### src/rtl/systolic_result_collector.sv
// Purpose : deskews per-lane systolic results into aligned vectors, buffers them, counts rows per job.
// Latency : last lane sampled at edge E -> FIFO write at E+1 -> out_valid the cycle after (empty FIFO).
// Backpres: out_ready=0 holds the FIFO head stable; a full FIFO with no pop drops the vector and flags proto_err.
// Ports   : clk/rst (async active-low); start; res_valid/res_data skewed lane inputs (lane i at [i*DW +: DW]);
//           out_valid/out_data/out_ready downstream handshake; busy (state != IDLE); done (1-cycle pulse);
//           proto_err (sticky, cleared by reset or an accepted start).
module systolic_result_collector #(
  parameter int N          = 2,
  parameter int DW         = 16,
  parameter int FIFO_DEPTH = 4,
  parameter int M_ROWS     = 2
) (
  input  logic            clk,
  input  logic            rst,
  input  logic            start,
  input  logic [N-1:0]    res_valid,
  input  logic [N*DW-1:0] res_data,
  output logic            out_valid,
  output logic [N*DW-1:0] out_data,
  input  logic            out_ready,
  output logic            busy,
  output logic            done,
  output logic            proto_err
);

  localparam int AW = $clog2(FIFO_DEPTH);
  localparam int CW = $clog2(FIFO_DEPTH + 1);
  localparam int VW = $clog2(M_ROWS + 1);

  typedef enum logic [1:0] {S_IDLE, S_COLLECT, S_DRAIN} state_t;

  state_t          r_state, w_state_nxt;
  logic            w_drain_done;

  logic [N-1:0]    r_in_vld;
  logic [N*DW-1:0] r_in_dat;
  logic [N-1:0]    w_av;
  logic [N*DW-1:0] w_ad;

  logic [N*DW-1:0] r_mem [FIFO_DEPTH];
  logic [AW-1:0]   r_wr, r_rd;
  logic [CW-1:0]   r_cnt;
  logic [VW-1:0]   r_vec_cnt;
  logic            r_done, r_perr;

  logic w_pop, w_full, w_row, w_push, w_err, w_row_last, w_start_ok;

  // Input stage: every lane registered every cycle regardless of state.
  always_ff @(posedge clk or negedge rst) begin
    if (!rst) begin
      r_in_vld <= '0;
      r_in_dat <= '0;
    end else begin
      r_in_vld <= res_valid;
      r_in_dat <= res_data;
    end
  end

  // Deskew: lane i arrives i cycles after lane 0, so it is delayed by the
  // remaining N-1-i stages to line up with the last lane.
  for (genvar gi = 0; gi < N; gi++) begin : g_lane
    localparam int D = N - 1 - gi;
    if (D == 0) begin : g_direct
      assign w_av[gi]           = r_in_vld[gi];
      assign w_ad[gi*DW +: DW]  = r_in_dat[gi*DW +: DW];
    end else begin : g_dly
      logic [D-1:0]  r_vsh;
      logic [DW-1:0] r_dsh [D];
      always_ff @(posedge clk or negedge rst) begin
        if (!rst) begin
          r_vsh <= '0;
          for (int k = 0; k < D; k++) r_dsh[k] <= '0;
        end else begin
          r_vsh[0] <= r_in_vld[gi];
          r_dsh[0] <= r_in_dat[gi*DW +: DW];
          for (int k = 1; k < D; k++) begin
            r_vsh[k] <= r_vsh[k-1];
            r_dsh[k] <= r_dsh[k-1];
          end
        end
      end
      assign w_av[gi]          = r_vsh[D-1];
      assign w_ad[gi*DW +: DW] = r_dsh[D-1];
    end
  end

  assign out_valid  = (r_cnt != '0);
  assign out_data   = r_mem[r_rd];
  assign w_pop      = out_valid & out_ready;
  assign w_full     = (r_cnt == CW'(FIFO_DEPTH));
  assign w_start_ok = (r_state == S_IDLE) & start;

  // A complete row counts toward the job even if it is dropped on a full
  // FIFO, so a stalled consumer cannot wedge the job open.
  assign w_row      = (&w_av) & (r_state == S_COLLECT);
  assign w_push     = w_row & (~w_full | w_pop);
  assign w_row_last = w_row & (r_vec_cnt == VW'(M_ROWS - 1));
  assign w_err      = ((|w_av) & ~(&w_av))
                    | ((&w_av) & (r_state != S_COLLECT))
                    | (w_row & ~w_push);

  // Aligned-vector FIFO
  always_ff @(posedge clk or negedge rst) begin
    if (!rst) begin
      r_wr  <= '0;
      r_rd  <= '0;
      r_cnt <= '0;
      for (int k = 0; k < FIFO_DEPTH; k++) r_mem[k] <= '0;
    end else begin
      if (w_push) begin
        r_mem[r_wr] <= w_ad;
        r_wr        <= r_wr + AW'(1);
      end
      if (w_pop) r_rd <= r_rd + AW'(1);
      r_cnt <= r_cnt + CW'(w_push) - CW'(w_pop);
    end
  end

  // FSM
  always_ff @(posedge clk or negedge rst) begin
    if (!rst) r_state <= S_IDLE;
    else      r_state <= w_state_nxt;
  end

  always_comb begin
    w_state_nxt  = r_state;
    w_drain_done = 1'b0;
    case (r_state)
      S_IDLE:    if (start) w_state_nxt = S_COLLECT;
      S_COLLECT: if (w_row_last) w_state_nxt = S_DRAIN;
      S_DRAIN: begin
        // Leave on the edge that pops the final entry, not one cycle later.
        if ((r_cnt == '0) || ((r_cnt == CW'(1)) && w_pop)) begin
          w_state_nxt  = S_IDLE;
          w_drain_done = 1'b1;
        end
      end
      default:   w_state_nxt = S_IDLE;
    endcase
  end

  always_ff @(posedge clk or negedge rst) begin
    if (!rst) begin
      r_vec_cnt <= '0;
      r_done    <= 1'b0;
      r_perr    <= 1'b0;
    end else begin
      r_done <= w_drain_done;
      if (w_start_ok)  r_vec_cnt <= '0;
      else if (w_row)  r_vec_cnt <= r_vec_cnt + VW'(1);
      // An error seen in the same cycle as a start is kept.
      if (w_err)           r_perr <= 1'b1;
      else if (w_start_ok) r_perr <= 1'b0;
    end
  end

  assign busy      = (r_state != S_IDLE);
  assign done      = r_done;
  assign proto_err = r_perr;

endmodule

### config.mk
export PLATFORM = sky130hd
export DESIGN_NAME = systolic_result_collector
export DESIGN_NICKNAME = d
export VERILOG_FILES = /design/src/rtl/systolic_result_collector.sv
export SDC_FILE = /design/constraint.sdc
export NUM_CORES = 1
export LEC_CHECK = 0
export ABC_AREA = 1
export ABC_CLOCK_PERIOD_IN_PS = 3300
export CAP_MARGIN = 20
export CORE_ASPECT_RATIO = 0.5
export CORE_UTILIZATION = 25
export CTS_CLUSTER_SIZE = 10
export DETAILED_ROUTE_END_ITERATION = 7
export GPL_ROUTABILITY_DRIVEN = 0
export PLACE_DENSITY = 0.51
export SLEW_MARGIN = 20
export SYNTH_ARGS = -nofsm -noshare
export SYNTH_HDL_FRONTEND = slang
export SYNTH_SLANG_ARGS = --single-unit
export TNS_END_PERCENT = 5
### constraint.sdc
create_clock -name clk -period 3.3 [get_ports clk]
set_input_delay 0.66 -clock clk [delete_from_list [all_inputs] [get_ports clk]]
set_output_delay 0.66 -clock clk [all_outputs]
set_load 0.03 [all_outputs]
==> insert_results.sql, run 1 <==
INSERT INTO impl_metrics (metric_group, metric, value, unit) VALUES
('logic_synthesis', 'post-synth-top-area-fraction', '0.597', ''),
('detailed_routing', 'route.detailed.wl_per_inst', '17.0', 'um'),
('timing', 'clock-skew-final', '0.00879', 'ns'),
('worst_setup_path', 'worst_r2r_endpoint', 'r_cnt[2]$_DFF_PN0_', ''),
('worst_setup_path', 'depth_of_the_worst_register_to_register_path', '8', ''),
('logic_synthesis', 'synthDistinctLibCells', '21', ''),
('placement', 'dp_hpwl', '13200', 'um'),
('pwr', 'leakagePower', '4.70', 'nW'),
('worst_setup_path', 'timing.critical_path.slowest_stage_cell', 'sky130_fd_sc_hd__buf_4', ''),
('clock_tree', 'cts_resized', '0', ''),
('detailed_routing', 'route.antenna.remaining_nets', '0', ''),
('pwr', 'power_frac_clock', '0.211', ''),
('floorplanning', 'fp.dieW', '256', 'um'),
('timing', 'fin_tns_setup', '0', 'ns'),
('worst_setup_path', 'worstReg2RegStart', 'r_in_vld[1]$_DFF_PN0_', ''),
('pwr', 'vdd_ir_drop_max', '0.475', 'mV'),
('grt', 'first_global_vias', '6277', ''),
('grt', 'grt_start_max_net_pins', '119', ''),
('pwr', 'switching_power', '0.00436', 'W'),
('pwr', 'seqPwrFrac', '0.348', ''),
('floorplanning', 'area_of_the_core_region', '31000', 'sq um'),
('timing', 'finalSetupViolations', '0', ''),
('worst_setup_path', 'worst_path_dominant_cell_family', 'buffers and inverters', ''),
('grt', 'antenna_found_initial', '0', ''),
('grt', 'globalRouteOverflowTotal', '0', ''),
('clock_tree', 'cts_buffer_depth', '2', ''),
('run', 'max_cap_viol_count', '0', ''),
('finish', 'final_net_count', '971', ''),
('clock_tree', 'cts_max_level', '4', ''),
('timing', 'max_clock_freq', '349', 'MHz'),
('worst_setup_path', 'timing.critical_path.to_type', 'output port', ''),
('detailed_routing', 'detail_route.vias_per_cell', '4.82', ''),
('finish', 'area.sequential', '4810', 'sq um'),
('logic_synthesis', 'post_syn_area_per_cell', '9.12', 'sq um'),
('clock_tree', 'cts_tree', 'done', ''),
('clock_tree', 'cts_made_buffers', '17', ''),
('timing', 'worst_slack', '0.431', 'ns'),
('worst_setup_path', 'cp-start-kind', 'register', ''),
('worst_hold_path', 'worstHoldPathType', 'primary input to asynchronous set/reset pin', ''),
('timing', 'layout_min_cycle_time', '2.87', 'ns'),
('pwr', 'p_per_area', '1050', 'nW/um^2'),
('grt', 'globalRouteTotalUtil', '0.143', ''),
('placement', 'place_worst_setup_slack', '0.521', 'ns'),
('pwr', 'sw_frac_of_total', '0.424', ''),
('finish', 'multi_input_combinational_cell_area', '2850', 'sq um'),
('finish', 'utilization', '0.317', ''),
('logic_synthesis', 'synth_seq_area_share', '0.597', ''),
('clock_tree', 'path_clk_slew', '0.07', 'ns'),
('timing', 'slew_violations', '0', ''),
('logic_synthesis', 'warnings_from_yosys', '0', ''),
('timing', 'finalCritPeriodShare', '0.869', ''),
('worst_setup_path', 'crit_path_cell_trace', 'buf_4, o21ai_0, o22ai_1, buf_12', ''),
('clock_tree', 'worst_skew_pair.late_latency', '0.44', 'ns'),
('worst_setup_path', 'critical_path_arrival', '2.21', 'ns'),
('finish', 'area.growth.synth_to_final', '22.0', '%'),
('floorplanning', 'floorplan.die_area', '32900', 'sq um'),
('floorplanning', 'chipHeight', '129', 'um'),
('grt', 'wire_length_of_the_first_global_routing_pass', '36300', 'um'),
('worst_setup_path', 'critPathMaxStageDelay', '0.61', 'ns'),
('logic_synthesis', 'syn_nets', '928', ''),
('detailed_routing', 'drtPass1Iterations', '6', ''),
('timing', 'slew_headroom', '0.384', ''),
('pwr', 'combinationalPowerShare', '0.441', ''),
('finish', 'antenna-diode-count', '0', ''),
('placement', 'portBuffers', '73', ''),
('pwr', 'report.power.total', '0.0103', 'W'),
('finish', 'post_route_cells_drive_above_1_share', '0.102', ''),
('worst_setup_path', 'worst-r2r-setup-slack', '0.95', 'ns'),
('worst_setup_path', 'cp.required', '2.64', 'ns'),
('clock_tree', 'cts.sink_count', '192', ''),
('status', 'run_status', 'finished clean', '');
## how the worst max path moves through the flow
stage / startpoint / endpoint / slack (ns) / cells past startpoint
4_1_cts: r_rd[0]$_DFFE_PN0P_ / out_data[5] / 0.38 / 4
6_report: r_rd[0]$_DFFE_PN0P_ / out_data[5] / 0.43 / 4
3_5_place_dp: out_ready / r_cnt[2]$_DFF_PN0_ / 0.52 / 9
5_1_grt: r_rd[0]$_DFFE_PN0P_ / out_data[5] / 0.34 / 4
2_1_floorplan: out_ready / r_cnt[2]$_DFF_PN0_ / 1.09 / 9
3_3_place_gp: out_ready / r_mem[109]$_DFFE_PN0P_ / 0.54 / 6
## final cells by class
type,instances,share of cell area
Clock inverter,12,0.0159
Clock buffer,19,0.0461
Inverter,17,0.00650
Multi-Input combinational cell,597,0.290
Timing Repair Buffer,100,0.0979
Sequential cell,192,0.490
Tap cell,423,0.0539
## synth_stat cells
library cell	n
sky130_fd_sc_hd__o22ai_1	33
sky130_fd_sc_hd__xnor2_1	1
sky130_fd_sc_hd__nand3_1	8
sky130_fd_sc_hd__buf_2	36
sky130_fd_sc_hd__nand2_2	1
sky130_fd_sc_hd__buf_1	4
sky130_fd_sc_hd__nand2_1	273
sky130_fd_sc_hd__ha_1	7
sky130_fd_sc_hd__fa_1	1
sky130_fd_sc_hd__dfrtp_1	192
sky130_fd_sc_hd__buf_4	1
sky130_fd_sc_hd__inv_2	2
sky130_fd_sc_hd__o21ai_0	69
sky130_fd_sc_hd__clkbuf_1	35
sky130_fd_sc_hd__inv_1	15
sky130_fd_sc_hd__nor2_1	72
sky130_fd_sc_hd__nor3_1	1
sky130_fd_sc_hd__nand4_1	128
sky130_fd_sc_hd__nor2_4	1
sky130_fd_sc_hd__o21ai_1	1
sky130_fd_sc_hd__xor2_1	1
## routing by layer
metal / GRT usage / up-vias / share of wire
met4: 0.0521 / 0 / 0.017
met3: 0.0246 / 32 / 0.049
li1: - / 3078 / -
met5: 0 / - / 0
met2: 0.234 / 181 / 0.48
met1: 0.193 / 3266 / 0.45
## placed cells by master (no fill, tap or decap), types with 15 or more instances in the layout
master                            synthesis  final
sky130_fd_sc_hd__dfrtp_1                192    191
sky130_fd_sc_hd__o22ai_1                 33     33
sky130_fd_sc_hd__nor2_1                  72     72
sky130_fd_sc_hd__o21ai_0                 69     69
sky130_fd_sc_hd__nand4_1                128    128
sky130_fd_sc_hd__inv_1                   15     15
sky130_fd_sc_hd__buf_4                    1     50
sky130_fd_sc_hd__nand2_1                273    273
sky130_fd_sc_hd__clkdlybuf4s50_1          0     40
sky130_fd_sc_hd__clkbuf_16                0     17
## worst register-to-register path, delay by kind of cell, from the launching register on
kind | cells | cell delay, ns
xor+xnor | 1 | 0.17
flops | 1 | 0.40
simple gates | 3 | 0.74
buf+inv | 1 | 0.04
fa+ha+maj | 3 | 0.88
## state kept, by name (all words and copies together) (netlist names)
register	cells
r_vec_cnt	2
r_wr	2
proto_err	1
r_cnt	3
r_in_dat	32
r_mem	128
done	1
r_in_vld	2
g_lane.g_dly.r_vsh	1
g_lane.g_dly.r_dsh	16
r_state	2
r_rd	2
## power by group through the flow
stage	combinational, W	clock [W]	sequential (W)
after global placement	0.00452	0	0.00358
after CTS	0.00458	0.00222	0.00357
after detailed placement	0.00457	0	0.00360
after floorplan	0.00283	0	0.00350
final	0.00453	0.00217	0.00357
after global routing	0.00492	0.00233	0.00367
## stage by stage
step	cell area (sq um)	hold WS, ns	instances
2_1_floorplan	8040	0.331	882
3_3_place_gp	9200	0.333	1329
3_5_place_dp	9210	0.335	1329
4_1_cts	9810	0.344	1360
5_1_grt	9810	0.351	1360
6_report	9810	0.317	1360
## kinds of logic after synthesis
group                      Yosys count  synth area share
AOI/OAI and AO/OA                  103            0.0692
xor gates and xnor gates             2           0.00218
adders and majority gates            8            0.0134
buffers and inverters               93            0.0495
DFF                                192             0.597
and+or+nand+nor                    484             0.268
Power figures use the tool's default switching activity.
==> inputs of run 2 (changes only) <==
--- a/config.mk
+++ b/config.mk
@@ -13,7 +13,7 @@
 export CTS_CLUSTER_SIZE = 10
 export DETAILED_ROUTE_END_ITERATION = 7
 export GPL_ROUTABILITY_DRIVEN = 0
-export PLACE_DENSITY = 0.51
+export PLACE_DENSITY = 0.42
 export SLEW_MARGIN = 20
 export SYNTH_ARGS = -nofsm -noshare
 export SYNTH_HDL_FRONTEND = slang
==> insert_results.sql, run 2 (synthesis gave the netlist of run 1 again) <==
INSERT INTO impl_metrics (metric_group, metric, value, unit) VALUES
('timing', 'tightestPinTransition', '0.757', 'ns'),
('grt', 'first_global_vias', '6348', ''),
('clock_tree', 'setup_fix_buffers_added_after_clock_tree_synthesis', '0', ''),
('floorplanning', 'floorplan.io_pins', '74', ''),
('detailed_routing', 'num_vias', '6511', ''),
('grt', 'globalRouteTotalUtil', '0.149', ''),
('timing', 'slew_headroom', '0.495', ''),
('finish', 'final_net_count', '970', ''),
('pwr', 'p_per_area', '1060', 'nW/um^2'),
('floorplanning', 'std_cell_rows', '45', ''),
('detailed_routing', 'drtPass1Iterations', '5', ''),
('floorplanning', 'fp.dieW', '256', 'um'),
('worst_hold_path', 'worstHoldPathType', 'primary input to asynchronous set/reset pin', ''),
('finish', 'antenna-diode-count', '0', ''),
('detailed_routing', 'drc_errors', '0', ''),
('placement', 'postPlaceCellArea', '9290', 'sq um'),
('worst_setup_path', 'critPathKind', 'register to output port', ''),
('worst_setup_path', 'cp-start-kind', 'register', ''),
('timing', 'layout_min_cycle_time', '2.77', 'ns'),
('clock_tree', 'cts.sink_count', '192', ''),
('detailed_routing', 'route.detailed.wl_per_inst', '17.6', 'um'),
('pwr', 'leakagePower', '4.72', 'nW'),
('timing', 'clock-skew-final', '0.00833', 'ns'),
('detailed_routing', 'detail_route.vias_per_cell', '4.79', ''),
('finish', 'area.growth.synth_to_final', '23.1', '%'),
('clock_tree', 'cts_resized', '0', ''),
('finish', 'utilization', '0.320', ''),
('finish', 'largest_register', 'r_mem', ''),
('detailed_routing', 'met2_length', '11200', 'um'),
('clock_tree', 'cts_max_level', '4', ''),
('timing', 'finalCritPeriodShare', '0.839', ''),
('clock_tree', 'hold_buffers', '0', ''),
('finish', 'post_route_cells_drive_above_1_share', '0.102', ''),
('placement', 'dp_hpwl', '13400', 'um'),
('worst_setup_path', 'critPathMaxFanout', '54', ''),
('status', 'run_status', 'finished clean', ''),
('floorplanning', 'area_of_the_core_region', '31000', 'sq um'),
('worst_setup_path', 'cpMostUsedCell', 'sky130_fd_sc_hd__buf_12', ''),
('finish', 'layout.cells.most_common', 'sky130_fd_sc_hd__nand2_1', ''),
('clock_tree', 'cts_made_buffers', '17', ''),
('detailed_routing', 'met3WireLength', '895', 'um'),
('clock_tree', 'path_clk_slew', '0.07', 'ns'),
('finish', 'design_area', '9900', 'sq um'),
('grt', 'antenna_found_initial', '0', ''),
('clock_tree', 'worst_skew_pair.late_latency', '0.44', 'ns'),
('detailed_routing', 'top_signal_layer_used', 'met4', ''),
('floorplanning', 'chipHeight', '129', 'um'),
('worst_setup_path', 'critical_path_arrival', '2.11', 'ns'),
('timing', 'slew_violations', '0', ''),
('timing', 'grt_setup_unrepaired', 'no', ''),
('timing', 'timing.final.hold_violations', '0', ''),
('pwr', 'report.power.total', '0.0105', 'W'),
('placement', 'portBuffers', '73', ''),
('finish', 'num-fill-cells', '3238', ''),
('worst_setup_path', 'crit_path_cell_trace', 'inv_2, buf_12, o21ai_0, o22ai_1, buf_12', ''),
('detailed_routing', 'drt_wl_total', '24000', 'um'),
('timing', 'timing.hold.ws', '0.245', 'ns'),
('clock_tree', 'cts_tree', 'done', ''),
('clock_tree', 'root_buffer', 'sky130_fd_sc_hd__clkbuf_16', ''),
('floorplanning', 'floorplan.die_area', '32900', 'sq um'),
('detailed_routing', 'wl_met1', '11800', 'um'),
('clock_tree', 'cts_buffer_depth', '2', ''),
('worst_setup_path', 'timing.critical_path.to_type', 'output port', ''),
('detailed_routing', 'route.antenna.remaining_nets', '0', ''),
('detailed_routing', 'initialDrtViolationCount', '616', ''),
('timing', 'fin_tns_setup', '0', 'ns'),
('grt', 'globalRouteOverflowTotal', '0', ''),
('finish', 'largest_register_ffs', '128', ''),
('worst_setup_path', 'worst-path-buf-inv', '3', ''),
('finish', 'top_regs', 'r_mem (128), r_in_dat (32), g_lane.g_dly.r_dsh (16)', ''),
('worst_setup_path', 'cp.required', '2.64', 'ns'),
('worst_setup_path', 'worst_path_dominant_cell_family', 'buffers and inverters', ''),
('worst_setup_path', 'timing.critical_path.slowest_stage_cell', 'sky130_fd_sc_hd__dfrtp_2', ''),
('run', 'max_cap_viol_count', '0', ''),
('pwr', 'vdd_ir_drop_max', '0.412', 'mV'),
('grt', 'wire_length_of_the_first_global_routing_pass', '37500', 'um'),
('timing', 'finalSetupViolations', '0', ''),
('grt', 'grt_start_max_net_pins', '135', ''),
('finish', 'layout.cells.most_common_list', 'sky130_fd_sc_hd__nand2_1, sky130_fd_sc_hd__dfrtp_1, sky130_fd_sc_hd__nand4_1', ''),
('floorplanning', 'initial_utilization', '0.260', ''),
('worst_setup_path', 'critPathMaxStageDelay', '0.44', 'ns'),
('timing', 'max_clock_freq', '361', 'MHz');
run 2: cell count changes in the layout (fill, tap and decap cells not counted):
cell / previous run / this run
sky130_fd_sc_hd__inv_6: 4 / 1
sky130_fd_sc_hd__buf_6: 1 / 0
sky130_fd_sc_hd__clkinv_2: 3 / 2
sky130_fd_sc_hd__bufinv_16: 3 / 2
sky130_fd_sc_hd__clkbuf_8: 3 / 5
sky130_fd_sc_hd__clkinv_4: 1 / 4
sky130_fd_sc_hd__buf_4: 50 / 42
sky130_fd_sc_hd__clkinvlp_4: 1 / 2
sky130_fd_sc_hd__buf_12: 8 / 16
run 2: worst reg2reg max path, cell delays in order, from the launching register on:
cell                      delay, ns
sky130_fd_sc_hd__dfrtp_1       0.42
sky130_fd_sc_hd__inv_2         0.07
sky130_fd_sc_hd__nand2_1       0.07
sky130_fd_sc_hd__nor2_4        0.09
sky130_fd_sc_hd__buf_4         0.57
sky130_fd_sc_hd__buf_4         0.77
sky130_fd_sc_hd__nand4_1       0.22
sky130_fd_sc_hd__nand2_1       0.11
run 2: routing by layer:
layer,vias to the layer above,track usage
li1,3074,-
met2,143,0.237
met5,-,0
met3,14,0.0276
met1,3280,0.208
met4,0,0.0419
run 2: path summary, 6_finish.rpt:
check	start	end	slack, ns	cells after the start
setup / recovery	r_rd[0]$_DFFE_PN0P_	out_data[3]	0.53	5
hold / removal	rst	r_in_dat[4]$_DFF_PN0_	0.25	1
setup reg to reg	r_state[1]$_DFFE_PN0P_	r_mem[85]$_DFFE_PN0P_	0.92	7
hold reg to reg	r_in_vld[0]$_DFF_PN0_	g_lane[0].g_dly.r_vsh$_DFF_PN0_	0.35	0
max in group asynchronous	rst	g_lane[0].g_dly.r_dsh[7]$_DFF_PN0_	2.23	2
min in group clk	r_in_vld[0]$_DFF_PN0_	g_lane[0].g_dly.r_vsh$_DFF_PN0_	0.35	0
run 2: cell type report:
cell class,instances,area [sq um],share of cell area
clock buffers,21,480,0.0485
clock inverters,11,129,0.0130
inverters,17,63.8,0.00644
multi-input cells,597,2850,0.287
flip-flops and latches,192,4810,0.485
well taps,423,529,0.0534
repair buffers,99,1050,0.106
run 2: power by group:
group	internal, W	switching [W]	leakage (nW)
clock network	0.00120	0.000939	0.296
logic	0.00172	0.00304	2.04
registers	0.00314	0.000445	2.38
run 2: per-stage QoR:
stage | worst slack (ns) | std cells
6_report | 0.531 | 1360
3_5_place_dp | 0.669 | 1328
5_1_grt | 0.407 | 1360
3_3_place_gp | 0.712 | 1328
4_1_cts | 0.496 | 1360
2_1_floorplan | 1.09 | 882
